## src/rtl/serial_adder.sv

```systemverilog
// serial_adder
//   Digit-serial adder/subtractor. Operands are captured on an accepted start
//   and processed DIGIT bits per clock, least-significant slice first. The
//   result and flags are published on the edge that enters DONE. They then
//   hold until the next operation completes.
//
//   Ports
//     sys_clk    in   clock, rising edge
//     sys_rst_n  in   asynchronous active-low reset
//     start      in   begin an operation (only looked at in IDLE)
//     mode       in   0 = in1 + in2 + cin, 1 = in1 - in2
//     in1, in2   in   operands, WIDTH bits
//     cin        in   carry-in for add (ignored for subtract)
//     busy       out  high in RUN and DONE
//     done       out  one-cycle pulse, high during DONE
//     sum        out  WIDTH-bit result
//     carry      out  carry out of MSB (subtract: 1 = no borrow)
//     overflow   out  signed two's-complement overflow
//
//   state | meaning
//   ------+--------------------------------------------------------------
//   IDLE  | waiting for start; outputs hold the last result
//   RUN   | one DIGIT-wide slice added per cycle, LSB slice first
//   DONE  | result valid, done pulse; returns to IDLE after one cycle
module serial_adder #(
    parameter int WIDTH = 8,
    parameter int DIGIT = 1
) (
    input  logic             sys_clk,
    input  logic             sys_rst_n,
    input  logic             start,
    input  logic             mode,
    input  logic [WIDTH-1:0] in1,
    input  logic [WIDTH-1:0] in2,
    input  logic             cin,
    output logic             busy,
    output logic             done,
    output logic [WIDTH-1:0] sum,
    output logic             carry,
    output logic             overflow
);

    localparam int NSLICE = WIDTH / DIGIT;
    localparam int CW     = $clog2(NSLICE) + 1;
    localparam logic [CW-1:0] LAST_SLICE = CW'(NSLICE - 1);

    typedef enum logic [1:0] {
        IDLE = 2'd0,
        RUN  = 2'd1,
        DONE = 2'd2
    } state_t;

    state_t           state;
    logic [WIDTH-1:0] op_a;
    logic [WIDTH-1:0] op_b;
    logic             cy;
    logic [CW-1:0]    cnt;
    logic [WIDTH-1:0] work;

    logic [DIGIT:0]   slice_sum;
    logic             slice_cout;
    logic             msb_cin;
    logic [WIDTH-1:0] next_work;
    int               slice_lo;

    always_comb begin
        slice_sum  = {1'b0, op_a[DIGIT-1:0]} + {1'b0, op_b[DIGIT-1:0]}
                   + {{DIGIT{1'b0}}, cy};
        slice_cout = slice_sum[DIGIT];
        // The carry into the top bit of a slice can be recovered from that
        // bit's sum and inputs. This avoids a special case when DIGIT is 1.
        msb_cin    = op_a[DIGIT-1] ^ op_b[DIGIT-1] ^ slice_sum[DIGIT-1];
        slice_lo   = int'(cnt) * DIGIT;
        next_work  = work;
        next_work[slice_lo +: DIGIT] = slice_sum[DIGIT-1:0];
    end

    always_ff @(posedge sys_clk or negedge sys_rst_n) begin
        if (!sys_rst_n) begin
            state    <= IDLE;
            op_a     <= '0;
            op_b     <= '0;
            cy       <= 1'b0;
            cnt      <= '0;
            work     <= '0;
            busy     <= 1'b0;
            done     <= 1'b0;
            sum      <= '0;
            carry    <= 1'b0;
            overflow <= 1'b0;
        end else begin
            case (state)
                IDLE: begin
                    done <= 1'b0;
                    if (start) begin
                        op_a  <= in1;
                        op_b  <= mode ? ~in2 : in2;
                        cy    <= mode ? 1'b1 : cin;
                        cnt   <= '0;
                        work  <= '0;
                        busy  <= 1'b1;
                        state <= RUN;
                    end
                end
                RUN: begin
                    work <= next_work;
                    cy   <= slice_cout;
                    op_a <= op_a >> DIGIT;
                    op_b <= op_b >> DIGIT;
                    cnt  <= cnt + CW'(1);
                    if (cnt == LAST_SLICE) begin
                        sum      <= next_work;
                        carry    <= slice_cout;
                        overflow <= msb_cin ^ slice_cout;
                        done     <= 1'b1;
                        state    <= DONE;
                    end
                end
                DONE: begin
                    done  <= 1'b0;
                    busy  <= 1'b0;
                    state <= IDLE;
                end
                default: begin
                    done  <= 1'b0;
                    busy  <= 1'b0;
                    state <= IDLE;
                end
            endcase
        end
    end

endmodule

```

## config.mk

```make
export PLATFORM = sky130hd
export DESIGN_NAME = serial_adder
export DESIGN_NICKNAME = d
export VERILOG_FILES = /design/src/rtl/serial_adder.sv
export SDC_FILE = /design/constraint.sdc
export NUM_CORES = 1
export LEC_CHECK = 0
export ABC_AREA = 1
export BUFFER_PORTS_ARGS = -buffer_cell sky130_fd_sc_hd__buf_2
export CAP_MARGIN = 5
export CORE_ASPECT_RATIO = 0.7
export CORE_MARGIN = 2
export CORE_UTILIZATION = 50
export CTS_BUF_LIST = sky130_fd_sc_hd__clkbuf_4 sky130_fd_sc_hd__clkbuf_8
export DETAILED_ROUTE_END_ITERATION = 10
export PLACE_DENSITY_LB_ADDON = 0.25
export SETUP_SLACK_MARGIN = 0.15
export SYNTH_ARGS = -nofsm -noshare
export SYNTH_HDL_FRONTEND = slang
export SYNTH_SLANG_ARGS = --single-unit
```

## constraint.sdc

```tcl
create_clock -name sys_clk -period 3.5 [get_ports sys_clk]
set_input_delay 0.35 -clock sys_clk [delete_from_list [all_inputs] [get_ports sys_clk]]
set_output_delay 0.35 -clock sys_clk [all_outputs]
set_load 0.01 [all_outputs]
```

[After elaboration in Yosys (flattened, before gate mapping)]
Cells that the tools add are included.
Storage, ports and cells
  register bits after elaboration: 43
  input port bits: 21
  output and inout bits: 12
  logic and storage cells: 52
Cells by class
  add/sub/neg operators: 4
  equal/unequal tests: 4
  shift operators: 2
  muxes and demuxes: 20
  bitwise logic cells: 5
  reduce and logical (&&, ||, !) cells: 6
Operators by type and width (number)
  $pmux W8 S2: 3
  $neg A4 Y33: 1
  $shift A1 B33 Y8 const A: 1
  $shiftx A1 B33 Y8: 1
  $mux W8: 4
  $bwmux W8: 1
  $not A8 Y8: 1
  $pmux W4 S2: 1
  $reduce_and A2 Y1: 4
  $mux W1: 5
  $add A4 B1 Y4 const B: 1
  $eq A4 B3 Y1 const B: 1
  $mux W2: 2
  $mux W4: 1
  $ne A2 B2 Y1 const B: 2
  $pmux W1 S2: 2
  $pmux W2 S2: 1
  $xor A1 B1 Y1: 3
  $add A1 B1 Y2: 1
  $add A2 B1 Y2: 1
  $eq A2 B1 Y1 const B: 1
  $logic_not A2 Y1: 1
  $reduce_bool A2 Y1: 1
  $not A1 Y1: 1

[Depth between registers and ports, before layout]
Gate-level depths: netlist (run 1).
  word-level depth: 5
  gate-level depth with buffers: 12
  gate-level depth less buffers: 11

[Least setup slack after synthesis (run 1)]
Ideal clock, no wire load.
  kind: register -> register
  from: register cnt[0]
  to: register work[6]
  arrival: 1502 ps
  path slack: 1877 ps
  cell stages (with the launch flop): 11
  clock period less this slack: 1623 ps
  cell sequence: dfrtp_1 -> buf_6 -> inv_2 -> nand2_1 -> inv_1 -> ha_1 -> inv_1 -> a21oi_2 -> nand4_1 -> nand3_1 -> o21ai_1
Between the ends
  longest elaborated chain between the ends: 4
  elaborated cells on any way between the ends: 5
Ends and longest elaborated chain
  from (decl): RTL line 57  | logic [CW-1:0] cnt;
  from (signal assigned): RTL line 110  | cnt <= cnt + CW'(1);
  $neg A4 Y33 *: RTL line 75  | next_work[slice_lo +: DIGIT] = slice_sum[DIGIT-1:0];
  $shiftx A1 B33 Y8 / $shift A1 B33 Y8 (equally long branches): RTL line 75
  $bwmux W8 *: RTL line 75
  $pmux W8 S2 *: RTL line 92  | case (state)
  to (signal assigned): RTL line 106  | work <= next_work;
  to (decl): RTL line 58  | logic [WIDTH-1:0] work;
Mark *: on every way between the ends. The rest lies on a longest branch, timed or not.
A chain may end at the register's enable or synchronous reset.

[Worst setup path after layout (run 1)]
  from: register state[1]
  to: register op_b[4]
Between the ends
  longest elaborated chain between the ends: 3
  elaborated cells on any way between the ends: 6
Ends and longest elaborated chain
  from (decl): RTL line 53  | state_t state;
  from (signal assigned): RTL line 80  | state <= IDLE;
  from (signal assigned): RTL line 102  | state <= RUN;
  from (signal assigned): RTL line 116  | state <= DONE;
  $eq A2 B1 Y1 / $logic_not A2 Y1 (equally long branches): RTL line 92
  $reduce_bool A2 Y1 (no source line) / $ne A2 B2 Y1 (equally long branches)
  $reduce_and A2 Y1 (no source line)
  to (signal assigned): RTL line 97  | op_b <= mode ? ~in2 : in2;
  to (signal assigned): RTL line 109  | op_b <= op_b >> DIGIT;
  to (decl): RTL line 55  | logic [WIDTH-1:0] op_b;
Parallel ways exist; a longest one is shown, timed or not.

==> results of run 1 <==
[final timing paths]
path,startpoint,endpoint,cells after the start
min in group sys_clk,in1[5],op_a[5],3
worst max-delay path,state[1],op_b[4],7
worst min-delay path,sys_rst_n,cnt[2],1
worst min register to register,carry,carry,2
worst max register to register,state[1],op_b[4],7
max in group asynchronous,sys_rst_n,state[0],1
[cell type report]
| class | instances | area share, % |
|---|---|---|
| timing repair buffer | 32 | 6.484 |
| multi-input combinational | 176 | 39.31 |
| clock buffer | 6 | 3.090 |
| sequential | 43 | 43.57 |
| tap | 55 | 2.786 |
| clock inverter | 2 | 0.5066 |
| inverter | 28 | 4.255 |
[worst max-delay path, delay by kind of cell (launching register included)]
kind / cells / cell delay (ns)
and+or+nand+nor: 3 / 1.09
DFF: 1 / 0.33
AOI/OAI and AO/OA: 2 / 0.32
buffers and inverters: 2 / 0.31
[power groups by stage]
stage	clock [W]	combinational (W)	sequential (W)
final	0.000323	0.00125	0.000844
after global routing	0.000358	0.00142	0.000873
after CTS	0.000335	0.00126	0.000844
after detailed placement	0	0.00125	0.000852
after global placement	0	0.00124	0.000852
after floorplan	0	0.000985	0.000853
[registers in the layout, summed over array words and instances, names as in the netlist]
signal    flops
overflow      1
busy          1
state         2
carry         1
cnt           4
op_b          8
op_a          8
cy            1
done          1
work          8
sum           8
[cells by family after synthesis]
kind of cell / after synthesis / synth area share (%)
AND/OR/NAND/NOR: 136 / 29.28
flip-flops: 43 / 48.61
buffers and inverters: 37 / 7.517
AO/OA/AOI/OAI: 24 / 7.236
XOR/XNOR: 12 / 4.749
adder cells (fa/ha/maj): 4 / 2.601
[routing by layer]
| metal | up-vias | wire (µm) | track usage, % |
|---|---|---|---|
| met1 | 806 | 2252 | 27.08 |
| li1 | 897 | - | - |
| met2 | 59 | 1930 | 31.11 |
| met3 | 2 | 268 | 6.906 |
| met5 | - | 0 | 0 |
| met4 | 0 | 30 | 6.912 |
[cell usage in the layout, fill, tap and decap left out, drive strengths merged]
| cell | instances |
|---|---|
| a21oi | 1 |
| a22o | 1 |
| a22oi | 1 |
| buf | 32 |
| clkbuf | 6 |
| clkinv | 2 |
| clkinvlp | 1 |
| dfrtp | 43 |
| fa | 1 |
| ha | 3 |
| inv | 27 |
| nand2 | 80 |
| nand3 | 34 |
| nand4 | 9 |
| nor2 | 13 |
| o21ai | 12 |
| o221ai | 6 |
| o22ai | 3 |
| xnor2 | 9 |
| xor2 | 3 |
[stage by stage]
step / util (%) / hold WS (ns) / total power, W
6_report: 57.38 / 0.1868 / 0.002422
5_1_grt: 57.38 / 0.2608 / 0.002647
4_1_cts: 57.38 / 0.2223 / 0.002435
3_5_place_dp: 55.32 / 0.4614 / 0.002105
3_3_place_gp: 55.32 / 0.4530 / 0.002090
2_1_floorplan: - / 0.05441 / 0.001838
==> metrics.txt, run 1 <==
# TYPE chip_impl_metric gauge
chip_impl_metric{name="fp.dieArea",unit="µm²"} 4984
chip_impl_info{name="grt_setup_unrepaired",value="no"} 1
chip_impl_metric{name="flop_to_flop_setup_slack",unit="ns"} 1.32
chip_impl_info{name="endpoint_kind",value="register"} 1
chip_impl_metric{name="required_time_worst_endpoint",unit="ns"} 3.67
chip_impl_metric{name="timing.max_slew.rel_slack",unit="%"} 37.32
chip_impl_metric{name="route.vias.total",unit=""} 1764
chip_impl_metric{name="yosys_warnings",unit=""} 0
chip_impl_metric{name="max_clock_freq",unit="GHz"} 0.4578
chip_impl_metric{name="place_inst",unit=""} 334
chip_impl_info{name="synth.area.top_cells",value="sky130_fd_sc_hd__dfrtp_1 (49%), sky130_fd_sc_hd__nand2_1 (13%), sky130_fd_sc_hd__nand3_1 (7.5%)"} 1
chip_impl_metric{name="core_region_area",unit="µm²"} 4304
chip_impl_metric{name="routed_via_density",unit=""} 5.158
chip_impl_info{name="synth_top_cell_by_area",value="sky130_fd_sc_hd__dfrtp_1"} 1
chip_impl_metric{name="power.static_leakage",unit="nW"} 1.264
chip_impl_metric{name="numCtsBuffers",unit=""} 5
chip_impl_metric{name="port-buffer-count",unit=""} 32
chip_impl_info{name="hold_path.class",value="in -> async"} 1
chip_impl_metric{name="multi_input_comb_area",unit="µm²"} 970.9
chip_impl_metric{name="chipHeight",unit="µm"} 59.67
chip_impl_metric{name="ys_ff_latch",unit=""} 43
chip_impl_metric{name="share_comb_of_total_power",unit="%"} 51.8
chip_impl_metric{name="io_pins",unit=""} 33
chip_impl_metric{name="rows",unit=""} 20
chip_impl_metric{name="area.growth.synth_to_final",unit="%"} 11.59
chip_impl_metric{name="average_instance_area_after_synthesis",unit="µm²"} 8.646
chip_impl_info{name="outcome",value="finished clean"} 1
chip_impl_metric{name="number_of_max_cap_violations",unit=""} 0
chip_impl_metric{name="setup-tns-final",unit="ns"} 0
chip_impl_metric{name="routed_wire_length_per_instance",unit="µm"} 13.11
chip_impl_metric{name="synth_enable_flop_cells",unit=""} 0
chip_impl_metric{name="detailedRoute.firstIterationViolations",unit=""} 79
chip_impl_info{name="crit_path_cell_trace",value="inv_1 > nand2_2 > nand3_1 > nand2_1 > inv_2 > a22oi_1 > o21ai_0"} 1
chip_impl_metric{name="async_reset_ff_share",unit="%"} 100.0
chip_impl_metric{name="placed_area",unit="µm²"} 2381
chip_impl_info{name="timing.critical_path.slowest_stage_cell",value="sky130_fd_sc_hd__nand2_1"} 1
chip_impl_metric{name="mappedNetlistArea",unit="µm²"} 2213
chip_impl_metric{name="max_fanout_on_critical_path",unit=""} 19
chip_impl_metric{name="start_util",unit="%"} 51.42
chip_impl_metric{name="power_density",unit="nW/µm²"} 980.5
chip_impl_metric{name="setup_viol",unit=""} 0
chip_impl_metric{name="switchingPower",unit="W"} 0.001129
chip_impl_metric{name="yosys.area.top_type_share",unit="%"} 48.62
chip_impl_metric{name="clock_tree.buffer_depth",unit=""} 2
chip_impl_metric{name="filler_free_cell_count_of_the_finished_design",unit=""} 342
chip_impl_metric{name="clock_tree.htree_level_count",unit=""} 2
chip_impl_metric{name="first_global_vias",unit=""} 1670
chip_impl_info{name="tritoncts",value="done"} 1
chip_impl_info{name="most_instantiated_cells_after_synthesis",value="sky130_fd_sc_hd__nand2_1 (78), sky130_fd_sc_hd__dfrtp_1 (43), sky130_fd_sc_hd__nand3_1 (33)"} 1
chip_impl_metric{name="place_ws",unit="ns"} 1.296
chip_impl_metric{name="seq_power_share",unit="%"} 34.9
chip_impl_metric{name="post_synth_num_cell_types",unit=""} 31
chip_impl_metric{name="switching_share",unit="%"} 46.61
chip_impl_metric{name="drt_drc_violations_left",unit=""} 0
chip_impl_metric{name="layout.area.seq",unit="µm²"} 1076
chip_impl_metric{name="fin_worst_skew",unit="ns"} 0.01009
chip_impl_metric{name="cts_num_sinks",unit=""} 43
chip_impl_metric{name="grt_antenna_before_repair",unit=""} 0
chip_impl_metric{name="wirelength",unit="µm"} 4482
chip_impl_info{name="critical_path_class",value="reg -> reg"} 1
chip_impl_metric{name="cts.reportedPaths.clkPinSlew",unit="ns"} 0.09
chip_impl_metric{name="drive_gt1_share",unit="%"} 19.51
chip_impl_metric{name="grt_overflow",unit=""} 0
chip_impl_metric{name="worstPathArrival",unit="ns"} 2.35
chip_impl_metric{name="stdcell_area",unit="µm²"} 2470
chip_impl_metric{name="worst-slew-pin-transition",unit="ns"} 0.9402
chip_impl_metric{name="number_of_hold_violations_in_the_final_report",unit=""} 0
chip_impl_metric{name="grt_first_pass_wirelength",unit="µm"} 7734
chip_impl_metric{name="setup_slack",unit="ns"} 1.316
chip_impl_metric{name="clk-insertion-delay-late",unit="ns"} 0.30
chip_impl_metric{name="seq_area_frac_synth",unit="%"} 48.62
chip_impl_metric{name="clkPwrFrac",unit="%"} 13.3
chip_impl_metric{name="drtPass1Iterations",unit=""} 4
chip_impl_info{name="root_buffer_master",value="sky130_fd_sc_hd__clkbuf_8"} 1
chip_impl_metric{name="antennaDiodeCount",unit=""} 0
chip_impl_metric{name="ctsResizeCount",unit=""} 0
chip_impl_metric{name="place_hpwl",unit="µm"} 3173
chip_impl_metric{name="place_congestion",unit=""} 0.9061
chip_impl_info{name="most_frequently_used_cell_type_in_the_post_synthesis_netlist",value="sky130_fd_sc_hd__nand2_1"} 1
chip_impl_metric{name="ir_worst_vdd",unit="µV"} 436.7
chip_impl_metric{name="fin_crit_sh",unit="%"} 62.41
chip_impl_metric{name="grt_start_max_net_pins",unit=""} 44
chip_impl_metric{name="antenna_violating_nets_post_route",unit=""} 0
chip_impl_metric{name="netlist_instances",unit=""} 256
chip_impl_info{name="setup.worst_path.start_class",value="register"} 1
chip_impl_metric{name="timing.final.crit_period",unit="ns"} 2.185
chip_impl_metric{name="die_x",unit="µm"} 83.53
chip_impl_metric{name="critical_path.max_stage_delay",unit="ns"} 0.48
chip_impl_metric{name="number_of_nets_in_the_layout",unit=""} 311
chip_impl_metric{name="fillerInstances",unit=""} 409
chip_impl_metric{name="ctsHoldBuffers",unit=""} 0
chip_impl_metric{name="timing.final.max_slew_violations",unit=""} 0
chip_impl_metric{name="grt_use_total",unit="%"} 20.13
chip_impl_metric{name="cts_setup_buffers",unit=""} 0
chip_impl_metric{name="postSynthNetCount",unit=""} 281
chip_impl_metric{name="intPower",unit="W"} 0.001293
chip_impl_info{name="postSynth.topFlopCell",value="sky130_fd_sc_hd__dfrtp_1"} 1
(Power assumes the default switching activity.)
==> run 2: changes to the inputs <==
==> constraint.sdc (replaced) <==
create_clock -name sys_clk -period 2.3 [get_ports sys_clk]
set_input_delay 0.23 -clock sys_clk [delete_from_list [all_inputs] [get_ports sys_clk]]
set_output_delay 0.23 -clock sys_clk [all_outputs]
set_load 0.01 [all_outputs]
==> metrics.txt, run 2 (synthesis results as in run 1) <==
# TYPE chip_impl_metric gauge
chip_impl_metric{name="cts.reportedPaths.clkPinSlew",unit="ns"} 0.08
chip_impl_metric{name="chipHeight",unit="µm"} 59.67
chip_impl_metric{name="place_congestion",unit=""} 0.8476
chip_impl_metric{name="worst-slew-pin-transition",unit="ns"} 0.4884
chip_impl_info{name="worstReg2RegEnd",value="work[6]"} 1
chip_impl_metric{name="routed_via_density",unit=""} 5.063
chip_impl_metric{name="grt_first_pass_wirelength",unit="µm"} 7714
chip_impl_metric{name="place_hpwl",unit="µm"} 3199
chip_impl_metric{name="die_x",unit="µm"} 83.53
chip_impl_info{name="worst_r2r_startpoint",value="cnt[0]"} 1
chip_impl_metric{name="antenna_violating_nets_post_route",unit=""} 0
chip_impl_metric{name="numCtsBuffers",unit=""} 5
chip_impl_metric{name="power.static_leakage",unit="nW"} 1.300
chip_impl_metric{name="worstPathArrival",unit="ns"} 2.10
chip_impl_metric{name="antennaDiodeCount",unit=""} 0
chip_impl_metric{name="timing.max_slew.rel_slack",unit="%"} 67.44
chip_impl_info{name="setup.worst_path.start_class",value="register"} 1
chip_impl_info{name="outcome",value="finished clean"} 1
chip_impl_info{name="hold_path.class",value="in -> reg"} 1
chip_impl_metric{name="wirelength",unit="µm"} 4442
chip_impl_metric{name="detailedRoute.firstIterationViolations",unit=""} 74
chip_impl_metric{name="setup-tns-final",unit="ns"} 0
chip_impl_metric{name="fp.dieArea",unit="µm²"} 4984
chip_impl_metric{name="clock_tree.htree_level_count",unit=""} 2
chip_impl_metric{name="place_inst",unit=""} 338
chip_impl_info{name="worstSetupEndpoint",value="work[6]"} 1
chip_impl_metric{name="port-buffer-count",unit=""} 32
chip_impl_metric{name="number_of_hold_violations_in_the_final_report",unit=""} 0
chip_impl_metric{name="number_of_nets_in_the_layout",unit=""} 316
chip_impl_metric{name="timing.final.max_slew_violations",unit=""} 0
chip_impl_metric{name="io_pins",unit=""} 33
chip_impl_metric{name="max_clock_freq",unit="GHz"} 0.5236
chip_impl_metric{name="fin_crit_sh",unit="%"} 83.04
chip_impl_metric{name="routed_wire_length_per_instance",unit="µm"} 12.80
chip_impl_metric{name="flop_to_flop_setup_slack",unit="ns"} 0.39
chip_impl_metric{name="drt_drc_violations_left",unit=""} 0
chip_impl_metric{name="rows",unit=""} 20
chip_impl_info{name="critical_path_class",value="reg -> reg"} 1
chip_impl_metric{name="drive_gt1_share",unit="%"} 20.55
chip_impl_metric{name="filler_free_cell_count_of_the_finished_design",unit=""} 347
chip_impl_info{name="highest_count_cells_in_the_layout_ignoring_fill_and_taps",value="sky130_fd_sc_hd__nand2_1 (78), sky130_fd_sc_hd__dfrtp_1 (43), sky130_fd_sc_hd__nand3_1 (33)"} 1
chip_impl_metric{name="power_density",unit="nW/µm²"} 1500
chip_impl_metric{name="cts_num_sinks",unit=""} 43
chip_impl_info{name="crit_startpoint",value="cnt[0]"} 1
chip_impl_metric{name="timing.final.crit_period",unit="ns"} 1.910
chip_impl_metric{name="clock_tree.buffer_depth",unit=""} 2
chip_impl_metric{name="start_util",unit="%"} 51.42
chip_impl_metric{name="grt_start_max_net_pins",unit=""} 24
chip_impl_metric{name="fin_worst_skew",unit="ns"} 0.005183
chip_impl_metric{name="setup_viol",unit=""} 0
chip_impl_info{name="tritoncts",value="done"} 1
chip_impl_metric{name="drtPass1Iterations",unit=""} 4
chip_impl_metric{name="max_fanout_on_critical_path",unit=""} 10
chip_impl_metric{name="number_of_max_cap_violations",unit=""} 0
chip_impl_metric{name="ir_worst_vdd",unit="µV"} 546.0
chip_impl_metric{name="clk-insertion-delay-late",unit="ns"} 0.30
chip_impl_metric{name="route.vias.total",unit=""} 1757
chip_impl_metric{name="area.growth.synth_to_final",unit="%"} 14.47
chip_impl_info{name="root_buffer_master",value="sky130_fd_sc_hd__clkbuf_8"} 1
chip_impl_metric{name="required_time_worst_endpoint",unit="ns"} 2.49
chip_impl_info{name="endpoint_kind",value="register"} 1
chip_impl_metric{name="first_global_vias",unit=""} 1685
chip_impl_info{name="layout_commonest_cell",value="sky130_fd_sc_hd__nand2_1"} 1
chip_impl_metric{name="grt_antenna_before_repair",unit=""} 0
chip_impl_info{name="grt_setup_unrepaired",value="no"} 1
chip_impl_metric{name="grt_overflow",unit=""} 0
chip_impl_metric{name="worstRegToRegCells",unit=""} 9
chip_impl_metric{name="grt_use_total",unit="%"} 19.59
chip_impl_metric{name="core_region_area",unit="µm²"} 4304
[run 2: cell types whose count changed in the layout (fill, tap and decap cells not counted), sizes merged]
cell and delta:
clkbuf -1, clkinvlp -1, clkinv +1, buf +4
bufinv +1, dlygate4sd3 +1
[run 2: per-stage QoR]
step / utilization (%) / worst slack [ns] / power, W / hold WS (ns) / cell area (µm²)
CTS: 58.87 / 0.4039 / 0.003831 / 0.1500 / 2534
detailed placement: 56.02 / 0.4290 / 0.003230 / 0.2242 / 2411
floorplan: - / 0.6770 / 0.002797 / -0.06559 / 2213
global placement: 56.02 / 0.4612 / 0.003186 / 0.2123 / 2411
finish: 58.87 / 0.3900 / 0.003801 / 0.1490 / 2534
global route: 58.87 / 0.2099 / 0.004145 / 0.1539 / 2534
[run 2: final cells by class]
class	count	area, µm²
Inverter	28	105.1
Fill cell	399	1770
Clock inverter	3	43.79
Timing Repair Buffer	37	200.2
Clock buffer	5	68.82
Tap cell	55	68.82
Multi-Input combinational cell	176	970.9
Sequential cell	43	1076
[run 2: metal layers]
layer	track usage (%)	part of all wire, %	vias to the layer above
met5	0	0	-
met4	4.608	0.56	0
met3	3.867	4.1	5
met2	32.26	44	34
met1	27.51	52	811
li1	-	-	907
[run 2: power by group]
group | total [W] | internal [W] | switching, W | leakage (nW)
Clock | 0.000592 | 0.000323 | 0.000269 | 0.0581
Sequential | 0.00129 | 0.00108 | 0.000205 | 0.544
Combinational | 0.00192 | 0.000694 | 0.00123 | 0.697
Total | 0.00380 | 0.00210 | 0.00170 | 1.30
[run 2: how the worst min path moves through the flow]
stage / startpoint / end / slack, ns / cells past startpoint
6_report: in1[6] / op_a[6] / 0.15 / 3
5_1_grt: in1[4] / op_a[4] / 0.15 / 3
3_5_place_dp: sys_rst_n / done / 0.22 / 1
4_1_cts: in1[5] / op_a[5] / 0.15 / 3
3_3_place_gp: sys_rst_n / done / 0.21 / 1
2_1_floorplan: sys_rst_n / busy / -0.07 / 0
[run 2: repair_timing]
action,4_1_cts,5_1_grt
hold buffers,1,0
endpoints found under the setup margin,0,0
gates resized for setup,0,0
endpoints found under the hold margin,20,0
buffers inserted,0,0
[run 2: worst max-delay path, cell delays in order, from the launching register on]
cell and delay, ns:
sky130_fd_sc_hd__dfrtp_1 0.53, sky130_fd_sc_hd__inv_2 0.11, sky130_fd_sc_hd__nand2_1 0.14, sky130_fd_sc_hd__inv_1 0.06
sky130_fd_sc_hd__ha_1 0.28, sky130_fd_sc_hd__inv_1 0.08, sky130_fd_sc_hd__a21oi_2 0.25, sky130_fd_sc_hd__nand4_1 0.18
sky130_fd_sc_hd__nand3_1 0.12, sky130_fd_sc_hd__o21ai_1 0.06
